### src/rtl/uc_ciclo_medicao_pkg.sv
// Shared definitions for the level-monitor control unit: state codes
// (also visible on db_estado) and the classification codes produced by
// the datapath classifier.
package uc_ciclo_medicao_pkg;

    localparam logic [3:0] ST_INICIAL         = 4'd0;
    localparam logic [3:0] ST_PREPARA         = 4'd1;
    localparam logic [3:0] ST_ESPERA_1S       = 4'd2;
    localparam logic [3:0] ST_MEDE            = 4'd3;
    localparam logic [3:0] ST_AGUARDA_MEDIDA  = 4'd4;
    localparam logic [3:0] ST_CLASSIFICA      = 4'd5;
    localparam logic [3:0] ST_AGUARDA_CLASS   = 4'd6;
    localparam logic [3:0] ST_TRANSMITE       = 4'd7;
    localparam logic [3:0] ST_AGUARDA_CARATER = 4'd8;
    localparam logic [3:0] ST_PROX_CARATER    = 4'd9;
    localparam logic [3:0] ST_ATUA            = 4'd10;
    localparam logic [3:0] ST_ESPERA_2S       = 4'd11;
    localparam logic [3:0] ST_DESLIGA         = 4'd12;
    localparam logic [3:0] ST_FALHA           = 4'd13;

    localparam logic [2:0] CLASSE_NORMAL  = 3'd0;
    localparam logic [2:0] CLASSE_BAIXO   = 3'd1;
    localparam logic [2:0] CLASSE_CRITICO = 3'd2;
    localparam logic [2:0] CLASSE_ALTO    = 3'd3;

    // Codes outside the defined set are handled as a normal level.
    function automatic logic [2:0] normaliza_classe(input logic [2:0] medida);
        if (medida > CLASSE_ALTO) begin
            return CLASSE_NORMAL;
        end
        return medida;
    endfunction

endpackage

### src/rtl/uc_ciclo_medicao_watchdog.sv
// Measurement watchdog for uc_ciclo_medicao. Only compiled when
// UC_WATCHDOG_MEDIDA_EN is defined.
// The counter is cleared by 'clear', counts while 'enable' is high and
// flags 'expired' once it holds TIMEOUT_CICLOS-1.
`ifdef UC_WATCHDOG_MEDIDA_EN
module uc_ciclo_medicao_watchdog #(
    parameter int TIMEOUT_CICLOS = 3000000
) (
    input  logic clock,
    input  logic reset,
    input  logic clear,
    input  logic enable,
    output logic expired
);

    localparam logic [21:0] LIMITE = 22'(TIMEOUT_CICLOS - 1);

    logic [21:0] contagem;

    // Cycle counter; holds at the limit so it never wraps.
    always_ff @(posedge clock or posedge reset) begin
        if (reset) begin
            contagem <= '0;
        end else if (clear) begin
            contagem <= '0;
        end else if (enable && (contagem != LIMITE)) begin
            contagem <= contagem + 22'd1;
        end
    end

    assign expired = enable && (contagem == LIMITE);

endmodule
`endif

### src/rtl/uc_ciclo_medicao.sv
// Control unit for the level monitor: wait, measure, classify, send the
// 4-character frame, then drive buzzers and valve. Discarded measurements
// are retried; MAX_TENTATIVAS consecutive discards lead to FALHA.
// Optional: UC_WATCHDOG_MEDIDA_EN adds a timeout in AGUARDA_MEDIDA that
// behaves like a discarded measurement.
// All outputs are decoded from registered state (plus the FALHA entry flag).
module uc_ciclo_medicao
    import uc_ciclo_medicao_pkg::*;
#(
    parameter int MAX_TENTATIVAS = 3
`ifdef UC_WATCHDOG_MEDIDA_EN
    ,
    parameter int TIMEOUT_CICLOS = 3000000
`endif
) (
    input  logic       clock,
    input  logic       reset,
    input  logic       ligar,
    input  logic       fim_1s,
    input  logic       fim_2s,
    input  logic       fim_estado4,
    input  logic       fim_medida,
    input  logic       fim_classificacao,
    input  logic [2:0] medida_classificacao,
    input  logic       descartar_medida,
    input  logic       fim_carater,
    input  logic       fim_mensagem,
    output logic       zera,
    output logic       conta_1s,
    output logic       conta_2s,
    output logic       conta_estado4,
    output logic       mensurar,
    output logic       analisa_medida,
    output logic       envia,
    output logic       muda,
    output logic       liga_buzzer_alta,
    output logic       liga_buzzer_baixa,
    output logic       desliga_buzzers,
    output logic       abre_valvula_auto,
    output logic       fecha_valvula_auto,
    output logic [3:0] db_estado,
    output logic [3:0] db_tentativas
);

    localparam logic [3:0] MAX_T = 4'(MAX_TENTATIVAS);

    logic [3:0] estado, proximo;
    logic [3:0] tentativas, tentativas_prox, tentativas_inc;
    logic [2:0] classe, classe_prox;
    logic       ultimo, ultimo_prox;
    logic       falha_entrada;
    logic       expirou;

`ifdef UC_WATCHDOG_MEDIDA_EN
    uc_ciclo_medicao_watchdog #(
        .TIMEOUT_CICLOS(TIMEOUT_CICLOS)
    ) u_watchdog (
        .clock  (clock),
        .reset  (reset),
        .clear  (estado == ST_MEDE),
        .enable (estado == ST_AGUARDA_MEDIDA),
        .expired(expirou)
    );
`else
    assign expirou = 1'b0;
`endif

    // Retry count after one more failure, saturating at the limit.
    assign tentativas_inc = (tentativas >= MAX_T) ? MAX_T : tentativas + 4'd1;

    // Next-state and next-counter logic.
    always_comb begin
        proximo         = estado;
        tentativas_prox = tentativas;
        classe_prox     = classe;
        ultimo_prox     = ultimo;
        case (estado)
            ST_INICIAL: begin
                if (ligar) begin
                    proximo         = ST_PREPARA;
                    tentativas_prox = '0;
                end
            end
            ST_PREPARA: begin
                tentativas_prox = '0;
                proximo         = ST_ESPERA_1S;
            end
            ST_ESPERA_1S: begin
                if (fim_1s) proximo = ST_MEDE;
            end
            ST_MEDE: begin
                proximo = ST_AGUARDA_MEDIDA;
            end
            ST_AGUARDA_MEDIDA: begin
                // A measurement arriving on the timeout cycle still counts.
                if (fim_medida) begin
                    proximo = ST_CLASSIFICA;
                end else if (expirou) begin
                    tentativas_prox = tentativas_inc;
                    proximo = (tentativas_inc == MAX_T) ? ST_FALHA : ST_ESPERA_1S;
                end
            end
            ST_CLASSIFICA: begin
                proximo = ST_AGUARDA_CLASS;
            end
            ST_AGUARDA_CLASS: begin
                if (fim_classificacao) begin
                    if (descartar_medida) begin
                        tentativas_prox = tentativas_inc;
                        proximo = (tentativas_inc == MAX_T) ? ST_FALHA : ST_ESPERA_1S;
                    end else begin
                        classe_prox     = normaliza_classe(medida_classificacao);
                        tentativas_prox = '0;
                        proximo         = ST_TRANSMITE;
                    end
                end
            end
            ST_TRANSMITE: begin
                proximo = ST_AGUARDA_CARATER;
            end
            ST_AGUARDA_CARATER: begin
                if (fim_carater) begin
                    ultimo_prox = fim_mensagem;
                    proximo     = ST_PROX_CARATER;
                end
            end
            ST_PROX_CARATER: begin
                proximo = ultimo ? ST_ATUA : ST_TRANSMITE;
            end
            ST_ATUA: begin
                proximo = ST_ESPERA_2S;
            end
            ST_ESPERA_2S: begin
                if (fim_2s) proximo = ligar ? ST_ESPERA_1S : ST_DESLIGA;
            end
            ST_DESLIGA: begin
                proximo = ST_INICIAL;
            end
            ST_FALHA: begin
                // The entry cycle is reserved for the alarm strobes.
                if (!falha_entrada && fim_estado4) begin
                    tentativas_prox = '0;
                    proximo         = ST_PREPARA;
                end
            end
            default: begin
                proximo = ST_INICIAL;
            end
        endcase
    end

    // State, counters and the FALHA entry flag.
    always_ff @(posedge clock or posedge reset) begin
        if (reset) begin
            estado        <= ST_INICIAL;
            tentativas    <= '0;
            classe        <= CLASSE_NORMAL;
            ultimo        <= 1'b0;
            falha_entrada <= 1'b0;
        end else begin
            estado        <= proximo;
            tentativas    <= tentativas_prox;
            classe        <= classe_prox;
            ultimo        <= ultimo_prox;
            falha_entrada <= (proximo == ST_FALHA) && (estado != ST_FALHA);
        end
    end

    // Moore output decode.
    always_comb begin
        zera               = 1'b0;
        conta_1s           = 1'b0;
        conta_2s           = 1'b0;
        conta_estado4      = 1'b0;
        mensurar           = 1'b0;
        analisa_medida     = 1'b0;
        envia              = 1'b0;
        muda               = 1'b0;
        liga_buzzer_alta   = 1'b0;
        liga_buzzer_baixa  = 1'b0;
        desliga_buzzers    = 1'b0;
        abre_valvula_auto  = 1'b0;
        fecha_valvula_auto = 1'b0;
        case (estado)
            ST_PREPARA:      zera = 1'b1;
            ST_ESPERA_1S:    conta_1s = 1'b1;
            ST_MEDE:         mensurar = 1'b1;
            ST_CLASSIFICA:   analisa_medida = 1'b1;
            ST_TRANSMITE:    envia = 1'b1;
            ST_PROX_CARATER: muda = 1'b1;
            ST_ATUA: begin
                case (classe)
                    CLASSE_CRITICO: begin
                        abre_valvula_auto = 1'b1;
                        liga_buzzer_baixa = 1'b1;
                    end
                    CLASSE_BAIXO: begin
                        liga_buzzer_baixa = 1'b1;
                    end
                    CLASSE_ALTO: begin
                        fecha_valvula_auto = 1'b1;
                        liga_buzzer_alta   = 1'b1;
                    end
                    default: begin
                        fecha_valvula_auto = 1'b1;
                        desliga_buzzers    = 1'b1;
                    end
                endcase
            end
            ST_ESPERA_2S:    conta_2s = 1'b1;
            ST_DESLIGA: begin
                desliga_buzzers    = 1'b1;
                fecha_valvula_auto = 1'b1;
            end
            ST_FALHA: begin
                if (falha_entrada) begin
                    liga_buzzer_alta   = 1'b1;
                    liga_buzzer_baixa  = 1'b1;
                    fecha_valvula_auto = 1'b1;
                end else begin
                    conta_estado4 = 1'b1;
                end
            end
            default: ;
        endcase
    end

    assign db_estado     = estado;
    assign db_tentativas = tentativas;

endmodule

### config.mk
export PLATFORM = sky130hd
export DESIGN_NAME = uc_ciclo_medicao
export DESIGN_NICKNAME = d
export VERILOG_FILES = /design/src/rtl/uc_ciclo_medicao_pkg.sv /design/src/rtl/uc_ciclo_medicao_watchdog.sv /design/src/rtl/uc_ciclo_medicao.sv
export SDC_FILE = /design/constraint.sdc
export NUM_CORES = 1
export LEC_CHECK = 0
export ABC_AREA = 1
export BUFFER_PORTS_ARGS = -buffer_cell sky130_fd_sc_hd__clkbuf_2
export CORE_UTILIZATION = 42
export CTS_CLUSTER_SIZE = 12
export DETAILED_ROUTE_END_ITERATION = 7
export PLACE_DENSITY = 0.7
export SYNTH_ARGS = -nofsm -noshare
export SYNTH_HDL_FRONTEND = slang
export SYNTH_HIERARCHICAL = 1
export SYNTH_SLANG_ARGS = --single-unit
### constraint.sdc
create_clock -name clock -period 1.4 [get_ports clock]
set_input_delay 0.28 -clock clock [delete_from_list [all_inputs] [get_ports clock]]
set_output_delay 0.28 -clock clock [all_outputs]
set_load 0.03 [all_outputs]
# Word level (Yosys, flattened, before mapping)
# Cells that the tools add are included.
# Widths: inputs -> output; s select.
# word_totals
register_bits	13
mem_count	0
ram_bits	0
wordCells	85
rom_bits	0
latchBits	0
# op_classes
n_reduce_logical	10
bitwise_logic	1
magnitude_cmp	2
n_addsub	1
mul	0
mux	44
n_div	0
eq_ne	22
shift	0
# op_table
op	count
$mux 4	16
$pmux 4 s13	1
$eq 4x4->1 const B	7
$mux 1	20
$eq 4x3->1 const B	4
$pmux 4 s4	1
$eq 4x2->1 const B	3
$eq 3x2->1 const B	2
$mux 3	2
$ne 2x2->1 const B	3
$pmux 1 s2	3
$add 4x1->4 const B	1
$eq 4x1->1 const B	1
$ge 4x2->1 const B	1
$logic_not 4->1	1
$ne 4x4->1 const B	1
$reduce_and 4->1	1
$reduce_bool 4->1	1
$eq 3x1->1 const B	1
$gt 3x2->1 const B	1
$pmux 1 s3	1
$reduce_and 3->1	1
$reduce_or 3->1	1
$logic_and 1x1->1	2
other kinds (4)	4

# Longest topological paths before layout
# depth
depth_word	9
depth_mapped	8
ltp_nobuf	8

# Worst setup path before layout
# Ideal clock, no wire load.
# synth_path
path_type	flip-flop to output port
from	register estado[3] (netlist: db_estado[3])
to	output desliga_buzzers
arrival_time_ps	1750
path_slack_ps	-630
required_time_ps	1120
n_path_buf	0
path_stages_with_launch	5
cell_sequence	dfrtp_1 inv_1 nor2_1 nand2_2 o31ai_1
# synth_via
elab_chain_cells	2
elab_cells_between_ends	3
cone_classes	2 x eq/ne; 1 x mux
# synth_lines
item	line	text
start: declaration	uc_ciclo_medicao.sv:47	logic [3:0] estado, proximo;
start signal: assignment	uc_ciclo_medicao.sv:161	estado <= proximo;
$eq 4x4->1	uc_ciclo_medicao.sv:184	case (estado)
$pmux 1 s2 (*)	uc_ciclo_medicao.sv:184	
end: declaration	uc_ciclo_medicao.sv:38	output logic desliga_buzzers,
# Every way passes the cells marked *; elsewhere a longest branch is shown, timed or not.

# Worst setup path after layout
# layout_path
from	register classe[0]
to	output fecha_valvula_auto
# layout_via
elab_chain_cells	4
elab_cells_between_ends	5
cone_classes	2 x eq/ne; 2 x mux; 1 x reduce/logical
# layout_lines
item	line	text
start: declaration	uc_ciclo_medicao.sv:49	logic [2:0] classe, classe_prox;
start signal: assignment	uc_ciclo_medicao.sv:163	classe <= classe_prox;
$eq 3x1->1 or $eq 3x2->1 (tied branches)	uc_ciclo_medicao.sv:192	case (classe)
$reduce_or 2->1 (no line) (*)	--	
$mux 1 (*)	uc_ciclo_medicao.sv:192	
$pmux 1 s3 (*)	uc_ciclo_medicao.sv:184	
end: declaration	uc_ciclo_medicao.sv:40	output logic fecha_valvula_auto,
# Marked as above.

==> results.sh <==
export IMPL_syn_area_sq_um=921
export IMPL_start_kind="flip-flop"
export IMPL_finalWeightedCongestion=0.874
export IMPL_yosys_warnings=6
export IMPL_pre_cts_slack_ns=-0.0442
export IMPL_clk_path_buf_depth=2
export IMPL_die_x_um=48.8
export IMPL_worstPathMaxFanout=3
export IMPL_finalHoldViolations=6
export IMPL_drt_total_wl_um=5030
export IMPL_firstDrtPassIters=4
export IMPL_dp_hpwl_um=2100
export IMPL_critPathTopFamily="flip-flops"
export IMPL_cts_buffers=3
export IMPL_setup_violations=28
export IMPL_cts_tree="built"
export IMPL_clk_pin_slew_worst_paths_ns=0.09
export IMPL_fmax_mhz=560
export IMPL_syn_inst=146
export IMPL_gr_total_overflow=0
export IMPL_crit_required_ns=1.12
export IMPL_reg2reg_depth=7
export IMPL_clock_sinks=13
export IMPL_portBuffers=34
export IMPL_drive_gt1_share_pct=65.6
export IMPL_io_pins=35
export IMPL_final_cell_area_sq_um=1900
export IMPL_avgSynthCellArea_sq_um=6.31
export IMPL_insertion_delay_ns=0.30
export IMPL_reg2reg_slack_ns=-0.19
export IMPL_ir_worst_vdd_mv=1.59
export IMPL_path_buf_inv=2
export IMPL_grt_max_degree=14
export IMPL_via_count=1437
export IMPL_holdCritPathClass="input port to async pin"
export IMPL_path_cells="inv_1, nor2_2, nand2_1, nand2_2, o211ai_1, buf_4"
export IMPL_violations="hold timing, setup timing"
export IMPL_grt_setup_unrepaired="true"
export IMPL_syn_num_nets=161
export IMPL_power_density_nw_per_um2=2080
export IMPL_dieArea_sq_um=2380
export IMPL_area_growth_pct=106
export IMPL_crit_arrival_ns=1.51
export IMPL_wl_per_cell_um=20.3
export IMPL_grt_antenna_before_repair=0
export IMPL_track_usage_pct=29.7
export IMPL_cp_end_kind="output port"
export IMPL_report_final_slew_viol_count=0
export IMPL_layout_worst_path_cycle_share_pct=128
export IMPL_cts_root_buf="clkbuf_4"
export IMPL_slowest_stage="dfrtp_1"
export IMPL_diodes=0
export IMPL_ys_seq_area_share_pct=35.3
export IMPL_ys_seq_elements=13
export IMPL_layout_setup_ws_ns=-0.387
export IMPL_viasPerCell=5.79
export IMPL_tightestPinTransition_ns=0.533
export IMPL_row_count=16
export IMPL_htreeDepth=1
export IMPL_critPathMaxStageDelay_ns=0.40
export IMPL_status="finished, violations left"
export IMPL_drv_cap=0
export IMPL_ctsHoldBuffers=0
export IMPL_timing_rr_end="db_estado[2]"
export IMPL_ys_types=20
export IMPL_critPathKind="flip-flop to output port"
export IMPL_drc_errors=0
export IMPL_core_sq_um=2000
export IMPL_fin_crit_ns=1.79
export IMPL_drt_initial_drc_count=91
export IMPL_ant_nets=0
export IMPL_timing_rr_start="db_tentativas[1]"
export IMPL_nets=237
export IMPL_grt_pass1_vias=1236
export IMPL_relSlewSlack_pct=64.5
export IMPL_leakage_nw=1.01
export IMPL_die_y_um=48.8
export IMPL_hold_ws_ns=-0.00575
export IMPL_fin_skew_ns=0.0105
export IMPL_initial_core_util_pct=46.0
export IMPL_place_area_sq_um=1240
export IMPL_grt_pass1_wl_um=5550
## repair_timing
item                                    CTS  global route
pin swaps                                12            20
cloned                                    0             0
resized for setup                        54            71
endpoints found under the setup margin   13            26
setup buffers                            15            12
## report_power, final
group | internal (mW) | switching, mW | total, mW
Combinational | 1.32 | 1.77 | 3.09
Sequential | 0.478 | 0.132 | 0.610
Clock | 0.111 | 0.139 | 0.251
## placed cells by master, fill, tap and decap left out, types with 2 or more instances in the layout
cell	count
nor2_1	11
nand2_2	20
o21ai_1	2
clkbuf_4	4
buf_6	11
o21ai_2	2
inv_1	18
inv_4	2
dfrtp_1	9
nor2_2	5
a21oi_1	2
nand2_4	7
nand2_8	3
buf_4	29
nand2_1	16
nor2_4	13
clkbuf_2	18
buf_8	10
inv_2	6
a21boi_2	2
nand3_1	10
dfrtp_2	4
nand3_2	5
## worst max-delay path by stage
| stage | from | to | slack (ns) | depth (start not counted) |
|---|---|---|---|---|
| 2_1_floorplan | db_estado[0] | fecha_valvula_auto | -0.21 | 5 |
| 3_3_place_gp | db_estado[1] | fecha_valvula_auto | 0.02 | 6 |
| 3_5_place_dp | db_estado[2] | fecha_valvula_auto | -0.04 | 5 |
| 4_1_cts | db_estado[0] | fecha_valvula_auto | -0.31 | 6 |
| 5_1_grt | classe[0] | fecha_valvula_auto | -0.41 | 6 |
| 6_report | classe[0] | fecha_valvula_auto | -0.39 | 6 |
## routing by layer
metal / vias to the layer above / share of wire (%) / track usage (%) / wire length (um)
met3: 36 / 11 / 2.49 / 528
met1: 662 / 35 / 36.4 / 1750
li1: 603 / - / - / -
met4: 0 / 6.1 / 9.80 / 306
met5: - / 0 / 0 / 0
met2: 136 / 49 / 54.2 / 2440
## state kept, by name (all words and copies together) (netlist names)
| register | cells |
|---|---|
| db_estado | 4 |
| db_tentativas | 4 |
| classe | 3 |
| falha_entrada | 1 |
| ultimo | 1 |
## cells in the mapped netlist
cell type | instances | share of area (%)
nand2_1 | 40 | 16
o21ai_0 | 3 | 1.6
nor2_4 | 2 | 2.4
nand3b_1 | 1 | 0.82
inv_1 | 25 | 10
nand2_2 | 6 | 4.1
o22ai_1 | 1 | 0.68
nand4_1 | 1 | 0.68
a21oi_1 | 2 | 1.1
a21boi_1 | 2 | 1.6
nand3_1 | 15 | 8.2
nor2_2 | 1 | 0.68
inv_2 | 2 | 0.82
dfrtp_1 | 13 | 35
nor2_1 | 26 | 11
o21ai_1 | 2 | 1.1
ha_1 | 1 | 1.4
o31ai_1 | 1 | 0.82
o211ai_1 | 1 | 0.82
a22oi_1 | 1 | 0.82
## layout make-up
class / count / area [sq um]
timing repair buffer: 71 / 623
tap: 27 / 33.8
clock buffer: 4 / 26.3
multi-input combinational: 106 / 768
inverter: 27 / 119
sequential: 13 / 330
fill: 55 / 101
## kinds of logic (layout without fill, tap and decap cells)
family,count (synthesis),after routing,synth area share (%)
flip-flops,13,13,35.3
adder cells (fa/ha/maj),1,1,1.36
AND/OR/NAND/NOR,92,92,43.8
AO/OA/AOI/OAI,13,13,8.56
buffers and inverters,27,102,11.0
## per-stage QoR
stage	power [mW]	utilization, %	TNS (ns)	instances
floorplan	1.58	-	-0.689	146
global placement	2.06	62.2	0	217
detailed placement	2.09	62.2	-0.0450	217
CTS	2.97	79.9	-2.72	236
global route	4.06	94.9	-5.61	248
finish	3.95	94.9	-4.90	248
## worst register-to-register path, delay by kind of cell (launching register included)
kind          cells  cell delay, ns
fa+ha+maj         1            0.35
buf+inv           1            0.11
flops             1            0.42
simple gates      5            0.58
(Power assumes the default switching activity.)
